==> src/rtl/hd_transfer_controller.sv <==
// Sequencer that moves a run of words between the hard drive and data memory,
// walking track/sector and memory address once per cycle.
module hd_transfer_controller #(
    parameter int DATA_W            = 32,
    parameter int TRACK_W           = 7,
    parameter int SECTOR_W          = 14,
    parameter int MEM_AW            = 10,
    parameter int SECTORS_PER_TRACK = 151,
    parameter int NUM_TRACKS        = 3
) (
    input  logic                clock,
    input  logic                reset,
    input  logic                start,
    input  logic                direction,
    input  logic [TRACK_W-1:0]  track_in,
    input  logic [SECTOR_W-1:0] sector_in,
    input  logic [MEM_AW-1:0]   mem_base,
    input  logic [7:0]          length,
    input  logic [DATA_W-1:0]   output_hard_drive,
    input  logic [DATA_W-1:0]   mem_data_read,
    output logic [TRACK_W-1:0]  track,
    output logic [SECTOR_W-1:0] sector,
    output logic [DATA_W-1:0]   data_write,
    output logic                flag_write_hd,
    output logic [MEM_AW-1:0]   mem_addr,
    output logic [DATA_W-1:0]   mem_data_write,
    output logic                mem_write,
    output logic                busy,
    output logic                done,
    output logic                error
);

    typedef enum logic [1:0] {
        IDLE = 2'd0,
        XFER = 2'd1,
        DONE = 2'd2,
        ERR  = 2'd3
    } state_t;

    localparam logic [TRACK_W:0]    NUM_TRACKS_L  = (TRACK_W+1)'(NUM_TRACKS);
    localparam logic [SECTOR_W:0]   NUM_SECTORS_L = (SECTOR_W+1)'(SECTORS_PER_TRACK);
    localparam logic [SECTOR_W-1:0] LAST_SECTOR   = SECTOR_W'(SECTORS_PER_TRACK - 1);

    state_t              state_q,  state_d;
    logic                dir_q,    dir_d;
    logic [7:0]          count_q,  count_d;
    logic [TRACK_W-1:0]  track_q,  track_d;
    logic [SECTOR_W-1:0] sector_q, sector_d;
    logic [MEM_AW-1:0]   addr_q,   addr_d;

    logic                start_bad;
    logic [TRACK_W:0]    track_inc;
    logic                track_overflow;

    assign start_bad      = ({1'b0, track_in} >= NUM_TRACKS_L) ||
                            ({1'b0, sector_in} >= NUM_SECTORS_L);
    assign track_inc      = {1'b0, track_q} + {{TRACK_W{1'b0}}, 1'b1};
    assign track_overflow = (track_inc >= NUM_TRACKS_L);

    always_comb begin
        state_d  = state_q;
        dir_d    = dir_q;
        count_d  = count_q;
        track_d  = track_q;
        sector_d = sector_q;
        addr_d   = addr_q;
        case (state_q)
            IDLE: begin
                if (start) begin
                    if (start_bad) begin
                        state_d = ERR;
                    end else if (length == 8'd0) begin
                        state_d = DONE;
                    end else begin
                        state_d  = XFER;
                        dir_d    = direction;
                        count_d  = length;
                        track_d  = track_in;
                        sector_d = sector_in;
                        addr_d   = mem_base;
                    end
                end
            end
            XFER: begin
                count_d = count_q - 8'd1;
                // The final word leaves the address outputs on the last location moved.
                if (count_q == 8'd1) begin
                    state_d = DONE;
                end else if (sector_q == LAST_SECTOR) begin
                    if (track_overflow) begin
                        state_d = ERR;
                    end else begin
                        sector_d = '0;
                        track_d  = track_q + 1'b1;
                        addr_d   = addr_q + 1'b1;
                    end
                end else begin
                    sector_d = sector_q + 1'b1;
                    addr_d   = addr_q + 1'b1;
                end
            end
            DONE:    state_d = IDLE;
            ERR:     state_d = IDLE;
            default: state_d = IDLE;
        endcase
    end

    always_ff @(posedge clock) begin
        if (reset) begin
            state_q  <= IDLE;
            dir_q    <= 1'b0;
            count_q  <= '0;
            track_q  <= '0;
            sector_q <= '0;
            addr_q   <= '0;
        end else begin
            state_q  <= state_d;
            dir_q    <= dir_d;
            count_q  <= count_d;
            track_q  <= track_d;
            sector_q <= sector_d;
            addr_q   <= addr_d;
        end
    end

    // Strobes decode straight from state flops; data outputs are forced to zero
    // whenever their strobe is low so nothing stale leaks onto either bus.
    assign mem_write      = (state_q == XFER) && !dir_q;
    assign flag_write_hd  = (state_q == XFER) &&  dir_q;
    assign mem_data_write = mem_write     ? output_hard_drive : '0;
    assign data_write     = flag_write_hd ? mem_data_read     : '0;
    assign track          = track_q;
    assign sector         = sector_q;
    assign mem_addr       = addr_q;
    assign busy           = (state_q != IDLE);
    assign done           = (state_q == DONE);
    assign error          = (state_q == ERR);

endmodule

==> config.mk <==
export PLATFORM = sky130hd
export DESIGN_NAME = hd_transfer_controller
export DESIGN_NICKNAME = d
export VERILOG_FILES = /design/src/rtl/hd_transfer_controller.sv
export SDC_FILE = /design/constraint.sdc
export NUM_CORES = 1
export LEC_CHECK = 0
export CORE_MARGIN = 4
export CORE_UTILIZATION = 40
export CTS_CLUSTER_SIZE = 28
export DETAILED_ROUTE_END_ITERATION = 8
export PLACE_DENSITY = 0.87
export SLEW_MARGIN = 0
export SYNTH_ARGS = -nofsm -noshare
export SYNTH_HDL_FRONTEND = slang
export SYNTH_SLANG_ARGS = --single-unit
==> constraint.sdc <==
create_clock -name clock -period 2.96 [get_ports clock]
set_input_delay 0.74 -clock clock [delete_from_list [all_inputs] [get_ports clock]]
set_output_delay 0.74 -clock clock [all_outputs]
set_load 0.05 [all_outputs]
==> Implementation_results.wiki <==
{| class="wikitable"
! Metric !! Value
|-
| Core box area || 7850 sq um
|-
| Number of antenna violations at the first check in global routing || 0
|-
| Startpoint of the most critical register-to-register path || sector[1]
|-
| Maximum vdd ir drop || 0.000276 V
|-
| TritonCTS clock tree || done
|-
| Final worst-path cycle share || 94.2%
|-
| Number of detailed-routing iterations run before antenna repair || 6
|-
| Sequential cell area fraction in the yosys report || 25.7%
|-
| Crit-path cells || clkdlybuf4s50_1 > nor4_1 > and4_1 > and3_1 > a21o_2 > buf_4 > a31oi_1 > a311oi_1
|-
| Routed via count || 4324
|-
| Wirelength, routed || 14.7 mm
|-
| Maximum level of the CTS H-tree || 2
|-
| Net count after synthesis || 546
|-
| Number of clock sinks || 42
|-
| Clock period minus final worst setup slack || 2790 ps
|-
| Number of failing hold endpoints at the final stage || 0
|-
| Count of unique library cells instantiated by Yosys || 71
|-
| R2R cell count || 6
|-
| Total chip power || 2.93 mW
|-
| Dominant cells by area after synthesis || dfxtp_1 26%, and2_1 7.7%, and3_1 7.7%
|-
| Relative contribution of the clock network to total power || 19.2%
|-
| Synthesized area || 3270 sq um
|-
| Max capacitance violation total || 0
|-
| Final core utilization || 79.3%
|-
| Final number of max-transition violations || 0
|-
| Top-area cell type share of the netlist area || 25.7%
|-
| Width of the die || 98.4 um
|-
| Cells resized by post-CTS repair || 0
|-
| Register bit count reported by yosys || 42
|-
| Half-perimeter wire length after placement || 11.6 mm
|-
| Clock root cell || clkbuf_8
|-
| Worst path slowest cell || nor4_1
|-
| Crit path arrival time || 2980 ps
|-
| Number of nets in the layout || 739
|-
| Power dissipated by switching net loads || 1.27 mW
|-
| Vert. Die Dim || 98.4 um
|-
| Tightest Hold Check Type || reg2reg
|-
| Largest buffer count on any clock path || 2
|-
| Relative slew margins || 61.5%
|-
| Number of DRC markers after the initial detailed-route iteration || 391
|-
| Number of top-level design ports || 207
|-
| Fraction of power spent switching nets || 43.3%
|-
| Routed WL per cell || 20.2 um
|-
| Row count || 32
|-
| TritonCTS Buffers || 5
|-
| Placer's final routability congestion estimate || 0.886
|-
| Pin count of the biggest net entering global routing || 52
|-
| Postcts setup bufs || 0
|-
| Power density cells || 471 nW/um^2
|-
| CTS clk-pin slew, worst paths || 90 ps
|-
| Layout cell share with drive strength beyond 1 || 16.9%
|-
| Transition time at the pin with the least slew margin || 576 ps
|-
| Grt total ovfl || 0
|-
| Layout Skew || 14.3 ps
|-
| FMAX || 0.359 GHz
|-
| Die area || 9690 sq um
|-
| Status || completed
|-
| Reported leakage power || 2.44 nW
|-
| Number of port buffers || 206
|-
| Type of origin of the critical path || input pin
|-
| Mean cell area of the mapped netlist || 7.57 sq um
|-
| Dominant cell type by area after synthesis || dfxtp_1
|-
| Number of setup violations in the final report || 0
|-
| Diode count || 0
|-
| Unrepaired setup endpoints after global routing || false
|-
| Power share of the combinational group || 54.8%
|-
| Starting density of the core || 41.7%
|-
| Detail-routed via count per cell || 5.94
|-
| Biggest fanout along the worst timing path || 11
|-
| Most common cell in the netlist || dfxtp_1
|-
| Launch point of the worst hold path || count_q[7]
|-
| Main synth FF type || dfxtp_1
|-
| Remaining routing DRC violations || 0
|-
| Area growth from synthesis to layout || 90.2%
|-
| Data required, critical path || 3150 ps
|-
| Clk Latency, worst-skew pair || 310 ps
|-
| Async set-reset flop share out of synthesis || 0%
|-
| Overall Global Routing Usage || 29.3%
|-
| Min-Delay Path Depth || 2
|-
| Global-route wire length before repair || 23.0 mm
|-
| Register share of total power || 26.0%
|-
| Internal || 1.66 mW
|-
| Antenna-violating nets left || 0
|-
| Crit path capture type || register
|-
| Number of warnings reported in the yosys synthesis log || 0
|-
| Reg-to-reg endpoint || mem_addr[0]
|-
| Ranking of synthesized cells by instance count || 42 x dfxtp_1, 40 x and2_1, 40 x and3_1
|-
| Reg-to-reg slack, setup || 460 ps
|-
| Number of enable flip-flop cells after synthesis || 0
|-
| CTS hold repair buffers || 0
|-
| Number of instances in the synthesized netlist || 432
|-
| Category of the critical setup timing path || in2reg
|-
| Delay of the slowest cell on the worst path || 410 ps
|-
| Hold Path Sink || count_q[7]
|-
| Number of global-route vias before repair || 4285
|}
==> worst max-delay path, delay by kind of cell <==
family | cells | cell delay, ps
AND/OR/NAND/NOR | 3 | 1030
AO/OA/AOI/OAI | 3 | 600
buffers and inverters | 2 | 590
==> state kept, by name (all words and copies together) (netlist names) <==
name	count
count_q	8
dir_q	1
mem_addr	10
sector	14
state_q	2
track	7
==> cell type report <==
| type | instances | area [sq um] |
|---|---|---|
| fill | 528 | 1630 |
| clock inverter | 3 | 68.8 |
| sequential | 42 | 841 |
| tap | 102 | 128 |
| timing repair buffer | 221 | 2850 |
| inverter | 10 | 37.5 |
| multi-input combinational | 345 | 2230 |
| clock buffer | 5 | 68.8 |
==> logic make-up (layout without fill, tap and decap cells) <==
family | Yosys count | count (layout) | share of synthesized area, %
simple gates | 232 | 232 | 41.0
compound gates | 101 | 101 | 22.8
buf+inv | 45 | 239 | 6.43
flops | 42 | 42 | 25.7
fa+ha+maj | 7 | 7 | 2.68
xor+xnor | 4 | 4 | 1.07
mux | 1 | 1 | 0.306
==> per-layer routing <==
layer	part of all wire (%)	up-vias	track usage, %	routed length, um
met5	0	-	0	0
met4	1.8	0	5.36	265
met3	12	27	10.2	1730
met2	51	308	52.4	7490
met1	35	2001	34.1	5190
li1	-	1988	-	-
==> worst max path at each step <==
stage	startpoint	endpoint	slack, ps	cells after the start
after global placement	sector_in[11]	track[1]	80	7
after floorplan	state_q[1]	mem_data_write[22]	330	5
after CTS	track_in[4]	mem_addr[0]	230	8
after global routing	track_in[4]	mem_addr[0]	40	8
final	track_in[4]	mem_addr[0]	170	8
after detailed placement	length[5]	count_q[3]	-1	8
==> power groups by stage <==
stage	combinational, mW	clock, mW	sequential [mW]
final	1.61	0.562	0.762
after global routing	1.69	0.578	0.776
after CTS	1.59	0.554	0.757
after detailed placement	1.58	0	0.769
after global placement	1.54	0	0.761
after floorplan	0.749	0	0.914
==> metrics by stage <==
step	setup slack, ps	instances	area [sq um]	TNS, ps	hold WS, ps
2_1_floorplan	334	432	3270	0	449
3_3_place_gp	80.3	720	6080	0	465
3_5_place_dp	-1.44	720	6080	-1.44	475
4_1_cts	232	728	6220	0	487
5_1_grt	40.3	728	6220	0	527
6_report	171	728	6220	0	487
==> placed cells by master (no fill, tap or decap), types with 7 or more instances in the layout <==
cell type,instances
nand2b_1,17
nand3_1,12
buf_4,14
o32ai_1,14
a21oi_1,25
buf_12,67
and3_1,40
and2_1,40
nor3_1,23
inv_1,10
dfxtp_1,42
clkdlybuf4s50_1,140
nand2_1,28
nor4_1,10
o21ai_0,8
ha_1,7
nor2_1,30
(Power assumes the default switching activity.)
